$ cat config.mk
export PLATFORM = sky130hd
export DESIGN_NAME = osc_clk_sequencer
export DESIGN_NICKNAME = d
export VERILOG_FILES = /design/src/rtl/osc_clk_sequencer.sv
export SDC_FILE = /design/constraint.sdc
export NUM_CORES = 1
export LEC_CHECK = 0
export CAP_MARGIN = 0
export CORE_ASPECT_RATIO = 1.25
export CORE_MARGIN = 5
export CORE_UTILIZATION = 40
export CTS_CLUSTER_DIAMETER = 150
export CTS_CLUSTER_SIZE = 28
export DETAILED_ROUTE_END_ITERATION = 12
export PLACE_DENSITY = 0.59
export SLEW_MARGIN = 5
export SYNTH_ARGS = -nofsm -noshare
export SYNTH_HDL_FRONTEND = slang
export SYNTH_SLANG_ARGS = --single-unit
$ cat constraint.sdc
create_clock -name CLK -period 2.55 [get_ports CLK]
set_input_delay 0.51 -clock CLK [delete_from_list [all_inputs] [get_ports CLK]]
set_output_delay 0.51 -clock CLK [all_outputs]
set_load 0.02 [all_outputs]
$ cat src/rtl/osc_clk_sequencer.sv
// Oscillator clock sequencer: HOLD -> STAB -> RUN with microsecond/millisecond ticks.
// Optional uptime counter built only when OSC_SEQ_UPTIME_EN is defined.
module osc_clk_sequencer #(
  parameter int STAB_CYCLES = 1024,
  parameter int US_DIV      = 160,
  parameter int MS_DIV      = 1000
) (
  input  logic        CLK,
  input  logic        RESET,
  input  logic        ENABLE,
  output logic        READY,
  output logic        RESET_N_OUT,
  output logic        TICK_US,
  output logic        TICK_MS,
  output logic [31:0] UPTIME_MS
);

  localparam logic [15:0] STAB_LAST = 16'(STAB_CYCLES - 1);
  localparam logic [11:0] US_LAST   = 12'(US_DIV - 1);
  localparam logic [11:0] US_PRE    = 12'(US_DIV - 2);
  localparam logic [11:0] MS_LAST   = 12'(MS_DIV - 1);

  typedef enum logic [1:0] {HOLD, STAB, RUN} state_e;

  state_e      state_q;
  logic [15:0] stab_q;
  logic [11:0] us_q;
  logic [11:0] ms_q;
  logic        ready_q;
  logic        rstn_q;
  logic        tick_us_q;
  logic        tick_ms_q;

  always_ff @(posedge CLK or posedge RESET) begin
    if (RESET) begin
      state_q   <= HOLD;
      stab_q    <= '0;
      us_q      <= '0;
      ms_q      <= '0;
      ready_q   <= 1'b0;
      rstn_q    <= 1'b0;
      tick_us_q <= 1'b0;
      tick_ms_q <= 1'b0;
    end else begin
      tick_us_q <= 1'b0;
      tick_ms_q <= 1'b0;
      if (!ENABLE) begin
        // Dropping ENABLE beats every other transition, including STAB->RUN
        state_q <= HOLD;
        stab_q  <= '0;
        us_q    <= '0;
        ms_q    <= '0;
        ready_q <= 1'b0;
        rstn_q  <= 1'b0;
      end else begin
        case (state_q)
          HOLD: begin
            state_q <= STAB;
            stab_q  <= '0;
          end
          STAB: begin
            if (stab_q == STAB_LAST) begin
              state_q <= RUN;
              stab_q  <= '0;
              us_q    <= '0;
              ms_q    <= '0;
              ready_q <= 1'b1;
              rstn_q  <= 1'b1;
            end else begin
              stab_q <= stab_q + 16'd1;
            end
          end
          RUN: begin
            // Ticks are registered, so decode one count early to land on US_DIV-1
            tick_us_q <= (us_q == US_PRE);
            tick_ms_q <= (us_q == US_PRE) && (ms_q == MS_LAST);
            if (us_q == US_LAST) begin
              us_q <= '0;
              ms_q <= (ms_q == MS_LAST) ? 12'd0 : ms_q + 12'd1;
            end else begin
              us_q <= us_q + 12'd1;
            end
          end
          default: state_q <= HOLD;
        endcase
      end
    end
  end

`ifdef OSC_SEQ_UPTIME_EN
  logic [31:0] uptime_q;

  always_ff @(posedge CLK or posedge RESET) begin
    if (RESET) begin
      uptime_q <= '0;
    end else if (tick_ms_q) begin
      uptime_q <= uptime_q + 32'd1;
    end
  end

  assign UPTIME_MS = uptime_q;
`else
  assign UPTIME_MS = 32'h0;
`endif

  assign READY       = ready_q;
  assign RESET_N_OUT = rstn_q;
  assign TICK_US     = tick_us_q;
  assign TICK_MS     = tick_ms_q;

endmodule
==> report_table.html <==
<table>
<tr><th>Metric</th><th>Value</th></tr>
<tr><th colspan="2">Global route</th></tr>
<tr><td>Wire length of the first global-routing pass</td><td>9030 um</td></tr>
<tr><td>Global route total overflow</td><td>0</td></tr>
<tr><td>Number of antenna violations at the first check in global routing</td><td>0</td></tr>
<tr><td>GR Layer Usage met1</td><td>15.7%</td></tr>
<tr><td>Met3 GRT Util</td><td>2.45%</td></tr>
<tr><td>Busiest layer in global routing</td><td>met2</td></tr>
<tr><td>Global Route Usage Sum</td><td>13.1%</td></tr>
<tr><td>GR met2 Demand/Resource</td><td>23.4%</td></tr>
<tr><td>Maximum number of pins on one net before global-route repair</td><td>23</td></tr>
<tr><td>Vias in the first global route</td><td>1,922</td></tr>
<tr><th colspan="2">Route</th></tr>
<tr><td>Vias per cell</td><td>5.09</td></tr>
<tr><td>Routed wire length per instance</td><td>13.1 um</td></tr>
<tr><td>Iteration-0 DRC Markers</td><td>82</td></tr>
<tr><td>Pre-Repair DR Iteration Count</td><td>4</td></tr>
<tr><td>Residual antenna-violating net count after detailed routing</td><td>0</td></tr>
<tr><td>Total DRC errors in the routed layout</td><td>0</td></tr>
<tr><td>Vias post-DR</td><td>2,041</td></tr>
<tr><td>Post-Route WL</td><td>5250 um</td></tr>
<tr><th colspan="2">Floorplanning</th></tr>
<tr><td>Die width</td><td>82.9 um</td></tr>
<tr><td>Die Footprint</td><td>8380 um^2</td></tr>
<tr><td>Area of the placeable core</td><td>6520 um^2</td></tr>
<tr><td>Die height</td><td>101 um</td></tr>
<tr><td>FP Rows</td><td>33</td></tr>
<tr><td>Number of placed I/O pins</td><td>39</td></tr>
<tr><td>Initial standard-cell utilization of the core</td><td>40.7%</td></tr>
<tr><th colspan="2">STA</th></tr>
<tr><td>Final setup viols</td><td>0</td></tr>
<tr><td>Share of the cycle needed by the critical path after routing</td><td>90.4%</td></tr>
<tr><td>Hold Violations, Final</td><td>0</td></tr>
<tr><td>Final critical delay including setup and external delays</td><td>2.30 ns</td></tr>
<tr><td>Slew of the pin with the lowest slew margin</td><td>0.551 ns</td></tr>
<tr><td>Top achievable clock speed</td><td>434 MHz</td></tr>
<tr><td>Clock Skews</td><td>0.0108 ns</td></tr>
<tr><td>Setup total negative slack</td><td>0 ns</td></tr>
<tr><td>Max-Slew Margin vs Limit</td><td>63.1%</td></tr>
<tr><td>Setup slack after layout</td><td>0.245 ns</td></tr>
<tr><td>RSZ-0062 raised after global routing</td><td>false</td></tr>
<tr><td>Number of max-slew violations in the final report</td><td>0</td></tr>
<tr><th colspan="2">Setup path</th></tr>
<tr><td>Biggest fanout along the worst timing path</td><td>17</td></tr>
<tr><td>Critical register-to-register path startpoint</td><td>stab_q[0]</td></tr>
<tr><td>CP Class</td><td>reg2reg</td></tr>
<tr><td>R2R Path End</td><td>ms_q[1]</td></tr>
<tr><td>Worst Path Arrival</td><td>2.53 ns</td></tr>
<tr><td>CP Data Required Time</td><td>2.77 ns</td></tr>
<tr><td>Type of element capturing the critical path</td><td>flip-flop</td></tr>
<tr><td>Register-to-register path setup slack</td><td>0.25 ns</td></tr>
<tr><td>Reg2Reg Depth</td><td>7</td></tr>
<tr><td>Worst setup SP type</td><td>flip-flop</td></tr>
<tr><th colspan="2">Synthesis</th></tr>
<tr><td>Post-synthesis register bit count</td><td>45</td></tr>
<tr><td>Cell type contributing the most total cell area after synthesis</td><td>sky130_fd_sc_hd__dfrtp_1</td></tr>
<tr><td>Synthesized cell area</td><td>2660 um^2</td></tr>
<tr><td>Post-Syn Instances</td><td>294</td></tr>
<tr><td>Synthesized area per cell</td><td>9.03 um^2</td></tr>
<tr><td>Top cell type's share of synthesized area</td><td>42.4%</td></tr>
<tr><td>Distinct cell type count of the synthesized netlist</td><td>46</td></tr>
<tr><td>Ranking of synthesized cells by area</td><td>sky130_fd_sc_hd__dfrtp_1 42%, sky130_fd_sc_hd__buf_4 9.3%, sky130_fd_sc_hd__nand2_1 4.1%</td></tr>
<tr><td>Commonest cells in the synthesized netlist</td><td>45 x sky130_fd_sc_hd__dfrtp_1, 33 x sky130_fd_sc_hd__buf_4, 29 x sky130_fd_sc_hd__nand2_1</td></tr>
<tr><td>EDFF count, synth</td><td>0</td></tr>
<tr><td>Most common cell in the synthesized netlist</td><td>sky130_fd_sc_hd__dfrtp_1</td></tr>
<tr><td>Synth Warn #</td><td>0</td></tr>
<tr><td>Predominant post-synthesis flop cell</td><td>sky130_fd_sc_hd__dfrtp_1</td></tr>
<tr><td>Post-synthesis sequential area ratio</td><td>42.4%</td></tr>
<tr><td>Async set-or-reset flop fraction in the synthesized netlist</td><td>100%</td></tr>
<tr><th colspan="2">Clock tree</th></tr>
<tr><td>CTS tree</td><td>yes</td></tr>
<tr><td>Maximum number of buffers from clock root to sink</td><td>2</td></tr>
<tr><td>Number of buffers inserted to repair setup after CTS</td><td>0</td></tr>
<tr><td>Clock sink count</td><td>45</td></tr>
<tr><td>Clock latency on the worst-skew pair</td><td>0.30 ns</td></tr>
<tr><td># hold bufs at CTS</td><td>0</td></tr>
<tr><td>Clock slew at the register clock pins of the worst setup and hold paths</td><td>0.09 ns</td></tr>
<tr><td>Max H-tree Level</td><td>2</td></tr>
<tr><td>Post-CTS sizing</td><td>0</td></tr>
<tr><td>Total clock buffers created by CTS</td><td>5</td></tr>
<tr><td>Clock tree root buffer cell</td><td>sky130_fd_sc_hd__clkbuf_8</td></tr>
<tr><th colspan="2">Placed design</th></tr>
<tr><td>Total placed cells including tap cells</td><td>393</td></tr>
<tr><td>Detailed-placement wirelength estimate</td><td>3900 um</td></tr>
<tr><td>Final Wtd Congestion</td><td>0.792</td></tr>
<tr><td>Setup slack after placement</td><td>0.206 ns</td></tr>
<tr><td>IO Port Bufs</td><td>6</td></tr>
<tr><th colspan="2">Power</th></tr>
<tr><td>Leak pwr</td><td>1.23 nW</td></tr>
<tr><td>Worst vdd ir</td><td>0.254 mV</td></tr>
<tr><td>Power Density</td><td>479 nW/um^2</td></tr>
<tr><th colspan="2">Cells and area</th></tr>
<tr><td>Final Instance Count excl. Fillers</td><td>401</td></tr>
<tr><td>Number of fill cells</td><td>664</td></tr>
<tr><td>P&amp;R area growth vs syn</td><td>9.28%</td></tr>
<tr><td>Proportion of layout cells with a drive suffix above 1</td><td>10.2%</td></tr>
<tr><td>Antenna diode count</td><td>0</td></tr>
<tr><td>Net total in the final layout</td><td>320</td></tr>
<tr><th colspan="2">Worst hold path</th></tr>
<tr><td>Hold Crit Depth</td><td>1</td></tr>
<tr><td>End point of the most critical hold path</td><td>ms_q[6]</td></tr>
<tr><td>Hold Startpoint</td><td>ms_q[6]</td></tr>
<tr><td>Class of the most critical hold timing path</td><td>reg2reg</td></tr>
<tr><th colspan="2">Run</th></tr>
<tr><td>Max capacitance violation total</td><td>0</td></tr>
<tr><th colspan="2">Status</th></tr>
<tr><td>Result of the run</td><td>complete, no violations</td></tr>
</table>
[sequential cells by signal (all words and copies together) (netlist names)]
signal / flops
state_q: 2
TICK_MS: 1
TICK_US: 1
ms_q: 12
stab_q: 16
us_q: 12
RESET_N_OUT: 1
[cells in the final DEF, fill, tap and decap left out, drive strengths merged, types with 2 or more instances in the layout]
cell type	count
nor2b	2
nor3	9
buf	17
and2	2
nor4	4
o211ai	4
a21oi	16
and4	2
or4	2
nor2	28
o21a	3
or4b	2
xor2	11
nand2	29
a31oi	9
conb	32
and3	4
dfrtp	45
inv	7
or3	5
nand3	14
nand4	8
clkdlybuf4s50	6
a211oi	2
a22o	2
xnor2	7
nor3b	2
o21ai	15
ha	4
a21o	2
clkbuf	6
[how the worst max path moves through the flow]
stage / start / end / slack [ns] / cells after the start
floorplan: stab_q[0] / us_q[5] / 0.42 / 6
global placement: ENABLE / stab_q[12] / 0.23 / 6
detailed placement: ENABLE / stab_q[14] / 0.21 / 6
CTS: stab_q[0] / ms_q[1] / 0.21 / 7
global route: stab_q[0] / ms_q[1] / 0.02 / 7
finish: stab_q[0] / ms_q[1] / 0.25 / 7
[worst max-delay path, stage by stage (launching register included)]
cell and delay, ns:
sky130_fd_sc_hd__dfrtp_1 0.41, sky130_fd_sc_hd__ha_1 0.20, sky130_fd_sc_hd__or4b_4 0.48, sky130_fd_sc_hd__nor4_4 0.37
sky130_fd_sc_hd__nor2_1 0.10, sky130_fd_sc_hd__a31oi_1 0.19, sky130_fd_sc_hd__buf_4 0.27, sky130_fd_sc_hd__mux2i_1 0.20
[report_power, final]
part	total [mW]	switching, mW	internal [mW]
logic	0.103	0.0830	0.0199
clock network	0.568	0.249	0.319
registers	0.718	0.00289	0.715
[stage by stage]
step	hold WS, ns	utilization [%]	power [mW]	area [um^2]
final	0.489	44.5	1.39	2900
after global placement	0.477	42.6	0.835	2780
after CTS	0.490	44.5	1.41	2900
after detailed placement	0.478	42.6	0.835	2780
after global routing	0.533	44.5	1.45	2900
after floorplan	0.449	-	0.846	2770
[cells by family after synthesis]
| family | after synthesis | share of synthesized area [%] |
|---|---|---|
| xor gates and xnor gates | 18 | 5.94 |
| muxes | 1 | 0.377 |
| buffers and inverters | 49 | 11.8 |
| DFF | 45 | 42.4 |
| other | 1 | 0.141 |
| AOI/OAI and AO/OA | 59 | 14.5 |
| adders and majority gates | 4 | 1.89 |
| and+or+nand+nor | 117 | 22.9 |
[layout make-up]
cell class | instances | area [um^2] | area share [%]
Clock buffer | 6 | 82.6 | 2.85
Sequential cell | 45 | 1130 | 38.8
Multi-Input combinational cell | 231 | 1330 | 45.9
Tap cell | 87 | 109 | 3.75
Timing Repair Buffer | 23 | 188 | 6.47
Inverter | 7 | 26.3 | 0.906
Clock inverter | 2 | 37.5 | 1.29
[per-layer routing]
layer	share of wire (%)	vias to the layer above
li1	-	1019
met1	44	987
met2	52	31
met3	3.1	4
met4	0.91	0
met5	0	-
No activity file was read; power rests on OpenSTA's default activity.
